[config.mk]
export PLATFORM = sky130hd
export DESIGN_NAME = pipeline_hazard_ctrl
export DESIGN_NICKNAME = d
export VERILOG_FILES = /design/src/rtl/pipeline_hazard_ctrl_pkg.sv /design/src/rtl/pipeline_hazard_ctrl_fwd_mux3.sv /design/src/rtl/pipeline_hazard_ctrl.sv
export SDC_FILE = /design/constraint.sdc
export NUM_CORES = 1
export LEC_CHECK = 0
export BUFFER_PORTS_ARGS = -buffer_cell sky130_fd_sc_hd__buf_2
export CAP_MARGIN = 10
export CORE_AREA = 2 2 119 121
export CTS_CLUSTER_SIZE = 40
export DETAILED_ROUTE_END_ITERATION = 10
export DIE_AREA = 0 0 121 123
export PLACE_DENSITY = 0.68
export SLEW_MARGIN = 20
export SYNTH_ARGS = -nofsm -noshare
export SYNTH_HDL_FRONTEND = slang
export SYNTH_SLANG_ARGS = --single-unit
export TNS_END_PERCENT = 20
[constraint.sdc]
create_clock -name clk -period 2.2 [get_ports clk]
set_clock_uncertainty 0.05 [all_clocks]
set_input_delay 0.33 -clock clk [delete_from_list [all_inputs] [get_ports clk]]
set_output_delay 0.33 -clock clk [all_outputs]
set_load 0.02 [all_outputs]
[src/rtl/pipeline_hazard_ctrl_pkg.sv]
// Shared definitions for the RV32 pipeline hazard-control block.
//   XLEN      : data / PC width
//   FWD_*     : forwarding-select codes driven on forwardAE / forwardBE
//   REG_ZERO  : architectural register x0, never a real producer
package pipeline_hazard_ctrl_pkg;

   localparam int unsigned XLEN = 32;

   localparam logic [1:0] FWD_E = 2'b00;  // operand latched in E
   localparam logic [1:0] FWD_W = 2'b01;  // writeback result
   localparam logic [1:0] FWD_M = 2'b10;  // ALU result in M

   localparam logic [4:0] REG_ZERO = 5'd0;

endpackage

[src/rtl/pipeline_hazard_ctrl_fwd_mux3.sv]
// 3:1 operand mux for E-stage forwarding.
//   sel_i  : forwarding select (FWD_E / FWD_W / FWD_M; 2'b11 falls back to src_i)
//   src_i  : register-file operand latched in E
//   wb_i   : writeback result
//   mem_i  : ALU result in M
//   y_o    : selected operand
module fwd_mux3
   import pipeline_hazard_ctrl_pkg::*;
#(
   parameter int unsigned WIDTH = 32
) (
   input  logic [1:0]       sel_i,
   input  logic [WIDTH-1:0] src_i,
   input  logic [WIDTH-1:0] wb_i,
   input  logic [WIDTH-1:0] mem_i,
   output logic [WIDTH-1:0] y_o
);

   always_comb begin
      y_o = src_i;
      case (sel_i)
         FWD_W:   y_o = wb_i;
         FWD_M:   y_o = mem_i;
         default: y_o = src_i;
      endcase
   end

endmodule

[src/rtl/pipeline_hazard_ctrl.sv]
// Hazard control for the 5-stage RV32 pipeline (F/D/E/M/W).
//   clk, reset            : clock and synchronous active-high reset (PC register only)
//   pcnext / pc           : next-PC candidate in, current fetch PC out
//   rs1D, rs2D            : sources of the instruction in D
//   rs1E, rs2E, rdE       : sources / destination of the instruction in E
//   memtoregE             : instruction in E is a load
//   rdM, rdW, writesreg*  : destinations and write enables in M and W
//   speculative{E,M,W}    : taken jump/branch present in E, M or W
//   srcaE, srcbE          : register-file operands in E
//   aluoutM, resultW      : forwarding sources
//   stallF, stallD        : hold PC and F/D register
//   flushE                : bubble into D/E register
//   forwardAE, forwardBE  : forwarding selects
//   srcaFwd, srcbFwd      : forwarded E operands
module pipeline_hazard_ctrl #(
   parameter int unsigned      XLEN     = 32,
   parameter logic [XLEN-1:0]  RESET_PC = '0
) (
   input  logic            clk,
   input  logic            reset,
   input  logic [XLEN-1:0] pcnext,
   output logic [XLEN-1:0] pc,
   input  logic [4:0]      rs1D,
   input  logic [4:0]      rs2D,
   input  logic [4:0]      rs1E,
   input  logic [4:0]      rs2E,
   input  logic [4:0]      rdE,
   input  logic            memtoregE,
   input  logic [4:0]      rdM,
   input  logic [4:0]      rdW,
   input  logic            writesregM,
   input  logic            writesregW,
   input  logic            speculativeE,
   input  logic            speculativeM,
   input  logic            speculativeW,
   input  logic [XLEN-1:0] srcaE,
   input  logic [XLEN-1:0] srcbE,
   input  logic [XLEN-1:0] aluoutM,
   input  logic [XLEN-1:0] resultW,
   output logic            stallF,
   output logic            stallD,
   output logic            flushE,
   output logic [1:0]      forwardAE,
   output logic [1:0]      forwardBE,
   output logic [XLEN-1:0] srcaFwd,
   output logic [XLEN-1:0] srcbFwd
);

   import pipeline_hazard_ctrl_pkg::*;

   logic            spec_any;
   logic            lwstall;
   logic [XLEN-1:0] pc_q;
   logic [XLEN-1:0] pc_d;

   // Forwarding selects: M is the younger producer, so it is checked first.
   always_comb begin
      forwardAE = FWD_E;
      if (rs1E != REG_ZERO && writesregM && rs1E == rdM)
         forwardAE = FWD_M;
      else if (rs1E != REG_ZERO && writesregW && rs1E == rdW)
         forwardAE = FWD_W;

      forwardBE = FWD_E;
      if (rs2E != REG_ZERO && writesregM && rs2E == rdM)
         forwardBE = FWD_M;
      else if (rs2E != REG_ZERO && writesregW && rs2E == rdW)
         forwardBE = FWD_W;
   end

   fwd_mux3 #(.WIDTH(XLEN)) u_fwd_a (
      .sel_i (forwardAE),
      .src_i (srcaE),
      .wb_i  (resultW),
      .mem_i (aluoutM),
      .y_o   (srcaFwd)
   );

   fwd_mux3 #(.WIDTH(XLEN)) u_fwd_b (
      .sel_i (forwardBE),
      .src_i (srcbE),
      .wb_i  (resultW),
      .mem_i (aluoutM),
      .y_o   (srcbFwd)
   );

   // A taken branch anywhere in E..W means the instruction in D is wrong-path
   // and will be flushed anyway, so a load-use stall on it is suppressed to let
   // the redirect from M reach the PC.
   always_comb begin
      spec_any = speculativeE | speculativeM | speculativeW;
      lwstall  = memtoregE && (rdE != REG_ZERO) &&
                 ((rdE == rs1D) || (rdE == rs2D)) && !spec_any;
      stallF   = lwstall;
      stallD   = lwstall;
      flushE   = lwstall | spec_any;
   end

   always_comb begin
      pc_d = stallF ? pc_q : pcnext;
   end

   always_ff @(posedge clk) begin
      if (reset)
         pc_q <= RESET_PC;
      else
         pc_q <= pc_d;
   end

   assign pc = pc_q;

endmodule

==> flow_metrics.env <==
export IMPL_crit_required_ps=1820
export IMPL_areaGrowthSynthToFinish_pct=84.7
export IMPL_min_period_over_period_pct=110
export IMPL_die_width_um=121
export IMPL_num_rows=43
export IMPL_powerDensity_mw_per_mm2=385
export IMPL_hold_class="input port to flop"
export IMPL_largest_reg_flops=32
export IMPL_power_frac_seq_pct=26.4
export IMPL_setup_tns_ps=-7420
export IMPL_wirelength_um=15000
export IMPL_core_area_sq_mm=0.0136
export IMPL_async_flop_share_pct=0
export IMPL_synth_main_ff_cell="dfxtp_1"
export IMPL_maxSlewViolCount=0
export IMPL_max_freq_ghz=0.412
export IMPL_final_cell_mix="buf_2 (231), mux2i_1 (89), buf_4 (84)"
export IMPL_grt_max_degree=65
export IMPL_switching_share_pct=31.7
export IMPL_path_buf_inv=5
export IMPL_ys_warn_count=0
export IMPL_cts_tree="built"
export IMPL_holdPathStages=3
export IMPL_p_leak_nw=2.71
export IMPL_status="complete, but fails checks"
export IMPL_place_hpwl_um=11900
export IMPL_fin_ws_ps=-229
export IMPL_worstPathMaxFanout=7
export IMPL_clkTransAtPathRegs_ps=50
export IMPL_total_power_w=0.00238
export IMPL_clkPwrFrac_pct=32.9
export IMPL_p_switching_w=0.000754
export IMPL_ctsLongestPathBuffers=2
export IMPL_nets=951
export IMPL_finalSetupViolCount=66
export IMPL_design_die_area_sq_mm=0.0149
export IMPL_grt_use_total_pct=18.2
export IMPL_final_common_cell="buf_2"
export IMPL_grt_ovfl_total=0
export IMPL_maxCapViolCount=0
export IMPL_end_kind="output pin"
export IMPL_critPathLaunchType="input port"
export IMPL_synth_area_sq_mm=0.00334
export IMPL_ios=306
export IMPL_synth_cell_types=26
export IMPL_yosys_area_top_type_share_pct=28.8
export IMPL_cts_root_buffer="clkbuf_16"
export IMPL_irDropWorstVdd_mv=0.405
export IMPL_htreeDepth=2
export IMPL_hp_start="pcnext[26]"
export IMPL_rr_worst_depth=2
export IMPL_grt_pass1_wl_um=20700
export IMPL_synth_compound_area_share_pct=12.0
export IMPL_synth_area_leaders="mux2i_1 (29%), dfxtp_1 (19%), nand2b_1 (12%)"
export IMPL_crit_chain="buf_8 -> or4_4 -> nor2_4 -> buf_6 -> nor4_4 -> clkbuf_16 -> clkbuf_4 -> nand2_1 -> o21ai_1 -> buf_4"
export IMPL_insertion_delay_ps=270
export IMPL_numPortBuffers=305
export IMPL_yosys_area_share_adder_pct=0
export IMPL_slowest_delay_ps=540
export IMPL_dr_total_vias=4234
export IMPL_comb_power_share_pct=40.7
export IMPL_violations="setup timing"
export IMPL_antenna_found_initial=2
export IMPL_worstReg2RegStart="pc[7]"
export IMPL_synth_seq_cells=32
export IMPL_drtPass1Iterations=4
export IMPL_nFillCells=1341
export IMPL_slew_headroom_pct=51.4
export IMPL_synthDominantAreaCellType="mux2i_1"
export IMPL_grt_pass1_vias=3860
export IMPL_syn_inst=405
export IMPL_synth_xor_area_share_pct=7.87
export IMPL_die_height_um=123
export IMPL_synth_fp_nets=608
export IMPL_cts_buffers_inserted=5
export IMPL_finalHoldViolations=0
export IMPL_drive_gt1_share_pct=56.6
export IMPL_cp_top_family="simple AND/OR/NAND/NOR gates"
export IMPL_ant_nets=0
export IMPL_post_route_util_pct=45.3
export IMPL_r2r_slack_ps=1520
export IMPL_crit_type="input port to output pin"
export IMPL_ys_seq_area_share_pct=19.2
export IMPL_cts_sinks=32
export IMPL_worst_path_max_delay_cell="or4_4"
export IMPL_tightest_slew_ps=729
export IMPL_initial_core_util_pct=24.5
export IMPL_rr_endpoint="pc[7]"
export IMPL_muxShareOfSynthArea_pct=28.8
export IMPL_drtIter0Drc=170
export IMPL_critPathArrivalTime_ps=2050
export IMPL_internal_power_w=0.00162
export IMPL_hold_path_endpoint="pc[26]"
export IMPL_drc=0
export IMPL_synth_top_family_by_area="multiplexers"
export IMPL_rsz0062_at_grt="yes"
export IMPL_synthSimpleGateAreaFrac_pct=24.4
export IMPL_wl_per_cell_um=16.1
export IMPL_syn_area_per_cell_sq_um=8.24
export IMPL_gp_congestion=0.970
export IMPL_routed_via_density=4.55
export IMPL_fin_crit_ps=2430
export IMPL_synth_enable_flop_cells=0
cell usage after synthesis, types with 2 or more instances:
master / number
buf_6: 12
nand2_1: 64
nor2_2: 2
clkbuf_1: 11
nor2_1: 2
o21ai_1: 43
nand4_1: 4
o21ai_0: 6
nor4_4: 2
xnor2_1: 12
nand2b_1: 64
mux2i_1: 96
dfxtp_1: 32
nor2b_1: 2
buf_8: 3
buf_4: 5
or4_1: 3
nor4_1: 2
xor2_1: 18
o21ai_2: 16
how the worst max path moves through the flow:
stage	from	end	slack [ps]	cells past startpoint
3_5_place_dp	rs2E[4]	srcbFwd[20]	-550	8
2_1_floorplan	rs1E[1]	srcaFwd[0]	70	5
4_1_cts	rs1E[4]	srcaFwd[13]	-250	10
3_3_place_gp	rs2E[2]	srcbFwd[18]	-440	8
5_1_grt	rs2E[3]	srcbFwd[9]	-280	10
6_report	rs2E[3]	srcbFwd[9]	-230	10
metal layers:
layer	global-route usage [%]	up-vias	share of wire [%]
li1	-	2085	-
met1	20.5	1910	39
met2	34.5	215	52
met3	3.23	24	7.0
met4	5.67	0	2.4
met5	0	-	0
stage by stage:
step	area [sq um]	instances	setup slack (ps)	hold slack (ps)
final	6160	931	-229	254
after global routing	6160	931	-277	262
after CTS	5850	920	-250	254
after detailed placement	5310	904	-550	412
after global placement	5310	904	-439	407
after floorplan	3340	405	66.1	432
power by group through the flow:
stage	clock network, W	logic [W]	registers, W
6_report	0.000781	0.000967	0.000628
5_1_grt	0.000818	0.00103	0.000632
4_1_cts	0.000796	0.000911	0.000628
3_5_place_dp	0	0.000829	0.000640
3_3_place_gp	0	0.000820	0.000639
2_1_floorplan	0	0.000372	0.000680
kinds of logic (layout without fill, tap and decap cells):
logic type,count (synthesis),after routing
multiplexers,96,96
flip-flops,32,32
other,0,2
AO/OA/AOI/OAI,67,67
XOR/XNOR,30,30
buffers and inverters,31,375
AND/OR/NAND/NOR,149,149
what timing repair did:
| item | 4_1_cts | 5_1_grt |
|---|---|---|
| hold buffers | 0 | 0 |
| cloned | 1 | 2 |
| setup buffers | 7 | 11 |
| gates resized for setup | 92 | 69 |
| endpoints found under the setup margin | 68 | 68 |
| pin swaps | 9 | 13 |
worst min-delay path, cell delays in order:
cell,delay [ps]
buf_2,90
nand2b_1,50
mux2i_1,50
cell type report:
type	count	area (sq um)	share of cell area, %
Sequential cell	32	641	10.4
Timing Repair Buffer	367	2520	40.9
Tap cell	180	225	3.65
Multi-Input combinational cell	342	2610	42.3
Clock buffer	6	129	2.09
Antenna cell	2	5.00	0.0812
Clock inverter	2	35.0	0.568
No activity file was read; power rests on OpenSTA's default activity.
